**config.mk**
```make
export PLATFORM = sky130hd
export DESIGN_NAME = led_chaser
export DESIGN_NICKNAME = d
export VERILOG_FILES = /design/src/rtl/led_chaser.sv
export SDC_FILE = /design/constraint.sdc
export NUM_CORES = 1
export LEC_CHECK = 0
export CAP_MARGIN = 25
export CORE_UTILIZATION = 25
export DETAILED_ROUTE_END_ITERATION = 8
export GPL_ROUTABILITY_DRIVEN = 0
export PLACE_DENSITY = 0.4
export SYNTH_ARGS = -nofsm -noshare
export SYNTH_HDL_FRONTEND = slang
export SYNTH_SLANG_ARGS = --single-unit
```
**constraint.sdc**
```tcl
create_clock -name clk -period 5.42 [get_ports clk]
set_input_delay 1.084 -clock clk [delete_from_list [all_inputs] [get_ports clk]]
set_output_delay 1.084 -clock clk [all_outputs]
set_load 0.02 [all_outputs]
```
**src/rtl/led_chaser.sv**
```systemverilog
// led_chaser: N_LEDS pattern generator advancing once per (period+1) enabled
// clk cycles. Supports rotate left/right, bounce (ping-pong) and binary count.
module led_chaser #(
    parameter int unsigned N_LEDS = 4,
    parameter int unsigned DIV_W  = 24
) (
    input  logic              clk,
    input  logic              rst,
    input  logic              en,
    input  logic [1:0]        mode,
    input  logic [DIV_W-1:0]  period,
    output logic [N_LEDS-1:0] leds,
    output logic              tick,
    output logic              alive
);

    localparam logic [1:0] MODE_ROL    = 2'b00;
    localparam logic [1:0] MODE_ROR    = 2'b01;
    localparam logic [1:0] MODE_BOUNCE = 2'b10;
    localparam logic [1:0] MODE_COUNT  = 2'b11;

    localparam logic [0:0] DIR_UP   = 1'b0;
    localparam logic [0:0] DIR_DOWN = 1'b1;

    localparam logic [N_LEDS-1:0] LEDS_RESET = N_LEDS'(1);

    logic [DIV_W-1:0]  div_cnt_q, div_cnt_d;
    logic [N_LEDS-1:0] leds_q, leds_d;
    logic [0:0]        dir_q, dir_d;
    logic              tick_q, tick_d;

    logic              step;
    logic              leds_onehot;
    logic [N_LEDS-1:0] leds_rol;
    logic [N_LEDS-1:0] leds_ror;

    // Divider: step when the count reaches (or has passed) period; hold when paused
    always_comb begin
        div_cnt_d = div_cnt_q;
        step      = 1'b0;
        if (en) begin
            if (div_cnt_q >= period) begin
                div_cnt_d = '0;
                step      = 1'b1;
            end else begin
                div_cnt_d = div_cnt_q + DIV_W'(1);
            end
        end
    end

    // Pattern helpers: one-hot detect and the two rotations
    always_comb begin
        leds_onehot = (leds_q != '0) && ((leds_q & (leds_q - N_LEDS'(1))) == '0);
        leds_rol    = {leds_q[N_LEDS-2:0], leds_q[N_LEDS-1]};
        leds_ror    = {leds_q[0], leds_q[N_LEDS-1:1]};
    end

    // Next pattern and direction; shift modes recover to 0..01 if not one-hot
    always_comb begin
        leds_d = leds_q;
        dir_d  = dir_q;
        tick_d = step;
        if (step) begin
            if (mode == MODE_COUNT) begin
                leds_d = leds_q + N_LEDS'(1);
            end else if (!leds_onehot) begin
                leds_d = LEDS_RESET;
                dir_d  = DIR_UP;
            end else begin
                case (mode)
                    MODE_ROL: leds_d = leds_rol;
                    MODE_ROR: leds_d = leds_ror;
                    MODE_BOUNCE: begin
                        if (dir_q == DIR_UP && leds_q[N_LEDS-1]) begin
                            dir_d  = DIR_DOWN;
                            leds_d = leds_q >> 1;
                        end else if (dir_q == DIR_DOWN && leds_q[0]) begin
                            dir_d  = DIR_UP;
                            leds_d = leds_q << 1;
                        end else if (dir_q == DIR_UP) begin
                            leds_d = leds_q << 1;
                        end else begin
                            leds_d = leds_q >> 1;
                        end
                    end
                    default: leds_d = leds_q;
                endcase
            end
        end
    end

    // State registers with asynchronous active-high reset
    always_ff @(posedge clk or posedge rst) begin
        if (rst) begin
            div_cnt_q <= '0;
            leds_q    <= LEDS_RESET;
            dir_q     <= DIR_UP;
            tick_q    <= 1'b0;
        end else begin
            div_cnt_q <= div_cnt_d;
            leds_q    <= leds_d;
            dir_q     <= dir_d;
            tick_q    <= tick_d;
        end
    end

    assign leds  = leds_q;
    assign tick  = tick_q;
    assign alive = 1'b1;

endmodule

```
### After elaboration in Yosys (flattened, before gate mapping)

Cells that the tools add are included.

| cells by class | value |
|---|---|
| $add $sub $neg | 3 |
| eq/ne operators | 6 |
| reduce and logical (&&, ||, !) cells | 8 |
| $lt $le $gt $ge | 1 |
| bitwise operators | 3 |
| muxes and demuxes | 13 |

Operators with widths:

| operator | count |
|---|---|
| 24-bit by 1-bit adder with 24-bit output (second input constant) | 1 |
| 24-bit >= comparator | 1 |
| 24-bit 2-to-1 mux | 1 |
| 4-bit 2-to-1 mux | 5 |
| 4-bit one-hot mux with 3 select lines | 1 |
| 1-bit 2-to-1 mux | 6 |
| 5-bit by 1-bit inequality test with 1-bit output (second input constant) | 1 |
| 4-bit by 1-bit adder with 4-bit output (second input constant) | 1 |
| 4-bit bitwise AND | 1 |
| 2-bit equality test (second input constant) | 2 |
| 4-bit logical NOT | 1 |
| 4-bit AND reduction | 1 |
| 4-bit nonzero test | 1 |
| 4-bit by 1-bit subtractor with 4-bit output (second input constant) | 1 |
| 1-bit logical AND | 3 |
| 3-bit by 1-bit inequality test with 1-bit output (second input constant) | 1 |
| 2-bit by 1-bit equality test with 1-bit output (second input constant) | 1 |
| 2-bit logical NOT | 1 |
| 2-bit by 1-bit inequality test with 1-bit output (second input constant) | 1 |
| 1-bit inverter | 2 |
| 2-bit AND reduction | 1 |

| storage, ports and cells | value |
|---|---|
| register bits after elaboration | 30 |
| word-level logic and storage cells | 38 |
| output and inout port bits | 6 |

### Logic depth before layout (Yosys ltp)

Gate-level depths: netlist of the first run.

| depth | value |
|---|---|
| word-level depth | 6 |
| mapped depth | 10 |
| gate-level depth less buffers | 8 |

### Worst setup path after synthesis of the first run

OpenSTA, ideal clock, no wires.

| timing path | value |
|---|---|
| path kind | in2reg |
| from | input period[9] |
| to | register div_cnt_q[18] |
| data required time | 5.343 ns |
| library setup time | 0.077 ns |
| stages | 10 |
| path buffers | 2 |
| setup slack | 2.448 ns |
| arrival time | 2.895 ns |
| cells stage by stage | inv_1 -> ha_1 -> a21oi_1 -> o21a_1 -> o21ai_0 -> a221o_2 -> or2_2 -> buf_2 -> buf_2 -> a21oi_1 |

| on the way | value |
|---|---|
| word-level cells in the longest chain between the ends | 2 |

RTL lines:

| element | RTL line | text |
|---|---|---|
| start: declaration | 11 | `input logic [DIV_W-1:0] period,` |
| 24-bit >= comparator | 42 | `if (div_cnt_q >= period) begin` |
| 24-bit 2-to-1 mux | 42 |  |
| end signal: assignment | 100 | `div_cnt_q <= div_cnt_d;` |
| end: declaration | 27 | `logic [DIV_W-1:0] div_cnt_q, div_cnt_d;` |

No other way between the ends.
A chain may end at the register's enable or synchronous reset.

### Worst setup path after layout of the first run

| timing path | value |
|---|---|
| from | input period[7] |
| to | register div_cnt_q[4] |

Same word-level chain as after synthesis.

==> flow_summary.json, run 1 <==
{
  "hpwl_microns": 4549,
  "fin_ws_ps": 1905,
  "ir_drop_v": 0.00009551,
  "cts-root-buf": "clkbuf_8",
  "timing.fmax_mhz": 284.5,
  "core_area_sq_mm": 0.009864,
  "holdWs_ps": 563.0,
  "slowest_stage": "o21bai_1",
  "drt_pre_antenna_iters": 4,
  "grt_overflow_total": 0,
  "grt.total_usage_pct": 12.63,
  "synthArstFlopShare_pct": 100.0,
  "p_int_mw": 0.4928,
  "layout_min_cycle_time_ps": 3515,
  "diodes": 0,
  "cts_tree": "yes",
  "path_clk_slew_ps": 70,
  "setup-violations-final": 0,
  "max_stage_delay_ps": 670,
  "place_ws_ps": 1597,
  "vias": 2178,
  "worstReg2RegEnd": "div_cnt_q[4]",
  "post_dp_cell_area_sq_mm": 0.003008,
  "ys_types": 60,
  "ys_top_cells_by_area": "dfrtp_1, ha_1, inv_1",
  "synth_top_cell_area_share_pct": 28.29,
  "power.total_mw": 0.7039,
  "ff_latch_area_sq_um": 752.0,
  "cp_num_buf_inv": 2,
  "synth_area_sq_mm": 0.002565,
  "power_density_mw_per_mm2": 225.3,
  "hold_violations": 0,
  "cp.arrival_ps": 3660,
  "die_area_sq_mm": 0.01067,
  "path_cells": "clkdlybuf4s50_1, inv_1, ha_1, nand2_1, o211ai_1, nand3_1, o21bai_1, or2_2, o22ai_1",
  "routed_via_density": 4.725,
  "clock_skew_ps": 3.960,
  "netlist_instances": 298,
  "fillCellCount": 1034,
  "worstReg2RegStart": "div_cnt_q[6]",
  "chipHeight_microns": 103.3,
  "drt_iter0_drc": 58,
  "seq_power_share_pct": 40.8,
  "numCtsBuffers": 5,
  "yosysTopAreaCell": "dfrtp_1",
  "rsz0062_at_grt": "no",
  "cts_setup_buffers": 0,
  "grt_max_degree": 31,
  "numPortBuffers": 33,
  "min_to": "div_cnt_q[3]",
  "cp.required_ps": 5570,
  "drt-total-wl_microns": 6098,
  "drt_drc_violations_left": 0,
  "holdPathStages": 1,
  "fin_setup_tns_ps": 0,
  "ys_warn_count": 0,
  "clockBufferDepth": 2,
  "grt_antenna_before_repair": 0,
  "postLayoutCellArea_sq_mm": 0.003124,
  "hold_start": "div_cnt_q[3]",
  "clkPwrFrac_pct": 33.8,
  "ctsResizeCount": 0,
  "yosysSeqAreaShare_pct": 29.32,
  "grt_pass1_vias": 2073,
  "ios": 35,
  "start_util_pct": 26.00,
  "cts_hold_buf": 0,
  "critPathTopFamily": "compound AO/OA/AOI/OAI gates",
  "routedWlPerCell_microns": 13.23,
  "pwr-share-comb_pct": 25.4,
  "tightest_slew_ps": 821.7,
  "ys.flop_type": "dfrtp_1",
  "drive_above_1_share_pct": 7.622,
  "leakagePower_nw": 1.480,
  "cts_max_level": 2,
  "worstSetupPathType": "primary input to flip-flop",
  "rows": 36,
  "die_w_microns": 103.3,
  "critPathMaxFanout": 18,
  "grt_pass1_wl_microns": 10370,
  "multi_input_area_sq_mm": 0.001602,
  "synth.ff_latch_count": 30,
  "relSlewSlack_pct": 45.11,
  "synth_edf_count": 0,
  "reg2regPathDepth": 7,
  "clk_latency_ps": 280,
  "syn_nets": 358,
  "crit_path_start_kind": "primary input",
  "syn_area_per_cell_sq_um": 8.607,
  "min_period_over_period_pct": 64.86,
  "final_max_slew_viol_count": 0,
  "p_sw_mw": 0.2111,
  "endpoint_kind": "flip-flop",
  "ant_nets": 0,
  "swShare_pct": 29.99,
  "min_path_type": "flip-flop to flip-flop",
  "crit_start": "period[7]",
  "area_growth_pct": 21.81,
  "status": "complete, no violations",
  "fin_nets": 387,
  "r2r_slack_ps": 2730,
  "maxCapViolCount": 0,
  "clock_sinks": 30
}
## power groups by stage
stage	sequential, mW	clock (mW)	combinational, mW
2_1_floorplan	0.280	0	0.129
3_3_place_gp	0.294	0	0.180
3_5_place_dp	0.293	0	0.181
4_1_cts	0.288	0.247	0.182
5_1_grt	0.295	0.254	0.209
6_report	0.287	0.238	0.179
## per-layer routing
metal | share of wire, % | GRT usage [%]
met1 | 50 | 16.97
met2 | 45 | 20.82
met3 | 3.7 | 2.016
met4 | 1.5 | 3.900
met5 | 0 | 0
## layout by cell type, fill, tap and decap left out, types with 2 or more instances in the layout
master	count
o41ai_1	3
nand2_1	27
nand4_1	10
xor2_1	8
o31ai_1	7
and3_1	2
buf_4	2
a211o_1	2
o211ai_1	4
o22ai_1	2
o32ai_1	2
a32oi_1	2
o21a_1	3
clkdlybuf4s50_1	33
clkbuf_8	6
o2bb2ai_1	4
and4_1	4
nand3_1	8
nand4b_1	2
and2_1	2
mux2_2	5
o21ai_0	3
a21oi_1	23
xnor2_1	5
dfrtp_1	29
inv_1	38
a31o_2	4
nor2_1	14
nand3b_1	4
a21o_1	4
nand2b_1	6
nor2b_1	2
ha_1	31
nor3_1	2
## synthesized netlist by cell type, types with 5 or more instances
cell,count
a21oi_1,23
clkbuf_1,5
dfrtp_1,29
ha_1,31
inv_1,38
mux2_2,5
nand2_1,27
nand2b_1,6
nand3_1,8
nand4_1,10
nor2_1,14
o31ai_1,7
xnor2_1,5
xor2_1,8
## cells by family after synthesis
| family | share of synthesized area, % |
|---|---|
| DFF | 29.32 |
| AOI/OAI and AO/OA | 20.24 |
| and+or+nand+nor | 19.90 |
| buffers and inverters | 8.244 |
| xor gates and xnor gates | 4.439 |
| other | 0.1462 |
| muxes | 2.585 |
| adders and majority gates | 15.12 |
## how the worst max path moves through the flow
stage | to | slack [ps] | cells past startpoint
global placement | div_cnt_q[5] | 1610 | 9
global route | div_cnt_q[1] | 1690 | 9
floorplan | div_cnt_q[18] | 2450 | 10
finish | div_cnt_q[4] | 1900 | 9
detailed placement | div_cnt_q[4] | 1600 | 9
CTS | div_cnt_q[4] | 1900 | 9
## state kept, by name, indices dropped and copies added, names as in the netlist
register	cells
dir_q	1
tick	1
leds	4
div_cnt_q	24
## metrics by stage
stage	utilization (%)	cells
finish	31.67	461
CTS	31.67	461
global placement	30.49	453
detailed placement	30.49	453
floorplan	-	298
global route	31.67	461
## cell type report
| cell class | instances | share of cell area [%] |
|---|---|---|
| Clock buffer | 7 | 2.763 |
| Clock inverter | 1 | 0.9612 |
| Inverter | 38 | 4.565 |
| Multi-Input combinational cell | 217 | 51.26 |
| Sequential cell | 30 | 24.07 |
| Tap cell | 133 | 5.326 |
| Timing Repair Buffer | 35 | 11.05 |
(Power assumes the default switching activity.)
==> run 2: changes to the inputs <==
clock period = 3.7 ns   (was 5.42 ns; I/O delays follow)
==> run 2 against run 1 <==
Power up 37%; final cell count up 0.65%; wire length up 0.80%; highest routed layer unchanged; critical path type unchanged; flip-flop and latch count unchanged; register-to-register slack worse by 1600 ps; count of clock-buffer cells in the layout down 1; utilization about the same; largest cell class unchanged; critical path depth unchanged; non-clock buffer count up 3; sequential power up 47%; die area unchanged; clock power up 17%.
==> flow_summary.json, run 2 (synthesis gave the netlist of run 1 again) <==
{
  "clock_sinks": 30,
  "cp.required_ps": 3880,
  "cts_max_level": 2,
  "die_area_sq_mm": 0.01067,
  "largest_register_ffs": 24,
  "diodes": 0,
  "cp.arrival_ps": 3220,
  "min_path_type": "flip-flop to flip-flop",
  "drt_iter0_drc": 65,
  "hpwl_microns": 4678,
  "crit_path_start_kind": "primary input",
  "path_clk_slew_ps": 70,
  "place_ws_ps": 294.9,
  "hold_violations": 0,
  "clockBufferDepth": 2,
  "rows": 36,
  "drt_drc_violations_left": 0,
  "ant_nets": 0,
  "fin_nets": 390,
  "area_growth_pct": 21.85,
  "critPathMaxFanout": 18,
  "timing.fmax_mhz": 328.7,
  "leakagePower_nw": 1.485,
  "fin_ws_ps": 658.1,
  "cts_tree": "yes",
  "maxCapViolCount": 0,
  "ir_drop_v": 0.0001054,
  "routed_via_density": 4.709,
  "cts-root-buf": "clkbuf_8",
  "min_period_over_period_pct": 82.21,
  "drt_pre_antenna_iters": 4,
  "final_max_slew_viol_count": 0,
  "most-common-layout-cells": "inv_1, clkdlybuf4s50_1, ha_1",
  "grt_max_degree": 31,
  "grt_pass1_wl_microns": 10330,
  "numCtsBuffers": 5,
  "drt-total-wl_microns": 6147,
  "clock_skew_ps": 9.146,
  "grt_antenna_before_repair": 0,
  "core_area_sq_mm": 0.009864,
  "grt_overflow_total": 0,
  "endpoint_kind": "flip-flop",
  "ctsResizeCount": 0,
  "power_density_mw_per_mm2": 309.1,
  "relSlewSlack_pct": 66.48,
  "final_common_cell": "inv_1",
  "rsz0062_at_grt": "no",
  "fin_setup_tns_ps": 0,
  "vias": 2185,
  "chipHeight_microns": 103.3,
  "start_util_pct": 26.00,
  "top_register": "div_cnt_q",
  "ios": 35,
  "setup-violations-final": 0,
  "tightest_slew_ps": 501.7,
  "layout_min_cycle_time_ps": 3042,
  "cts_setup_buffers": 0,
  "grt.total_usage_pct": 12.70,
  "cts_hold_buf": 0,
  "die_w_microns": 103.3,
  "drive_above_1_share_pct": 8.761,
  "routedWlPerCell_microns": 13.25,
  "numPortBuffers": 33,
  "worstSetupPathType": "primary input to flip-flop",
  "clk_latency_ps": 280,
  "status": "complete, no violations",
  "grt_pass1_vias": 2065
}
## run 2: changes by cell type in the layout (fill, tap and decap cells not counted)
cell,delta
clkinv_2,+1
buf_4,+3
bufinv_16,-1
clkinvlp_4,+1
clkbuf_1,-1
## run 2: worst paths after layout
path	endpoint	slack, ps	cells past startpoint	start
max	tick	660	9	period[9]
min	div_cnt_q[3]	570	1	div_cnt_q[3]
max reg2reg	tick	1110	8	div_cnt_q[0]
min reg2reg	div_cnt_q[3]	570	1	div_cnt_q[3]
max in group asynchronous	leds[0]	2550	3	rst
min in group asynchronous	tick	830	3	rst
## run 2: area by class of cell
class | instances | area [sq um]
Clock inverter | 2 | 12.51
Tap cell | 133 | 166.4
Timing Repair Buffer | 38 | 367.9
Fill cell | 1058 | 6739
Multi-Input combinational cell | 217 | 1602
Sequential cell | 30 | 752.0
Clock buffer | 6 | 82.58
Inverter | 38 | 142.6
## run 2: per-layer routing
layer | GRT usage [%] | share of wire (%)
met3 | 2.016 | 3.4
met1 | 17.58 | 50
met2 | 20.62 | 45
met4 | 3.250 | 1.2
met5 | 0 | 0
## run 2: where the power goes
group          leakage (nW)  switching, mW  internal, mW
clock                0.0472          0.130         0.149
sequential            0.381         0.0574         0.365
combinational          1.06          0.127         0.138
total                  1.48          0.314         0.652
## run 2: worst max-delay path: stages
cell and delay [ps]:
clkdlybuf4s50_1 450, inv_1 40, ha_1 290, a21oi_1 150
o21a_1 150, o21ai_0 100, a221o_2 560, or2_2 510
and2_1 220
## run 2: metrics by stage
stage	hold slack, ps	instances	utilization (%)	instance area (sq um)	total power, mW
floorplan	508.4	298	-	2565	0.5985
CTS	584.6	464	31.68	3126	0.9863
finish	574.0	464	31.68	3126	0.9662
global placement	571.4	456	30.72	3030	0.6983
global route	607.2	464	31.68	3126	1.042
detailed placement	573.5	456	30.72	3030	0.7009
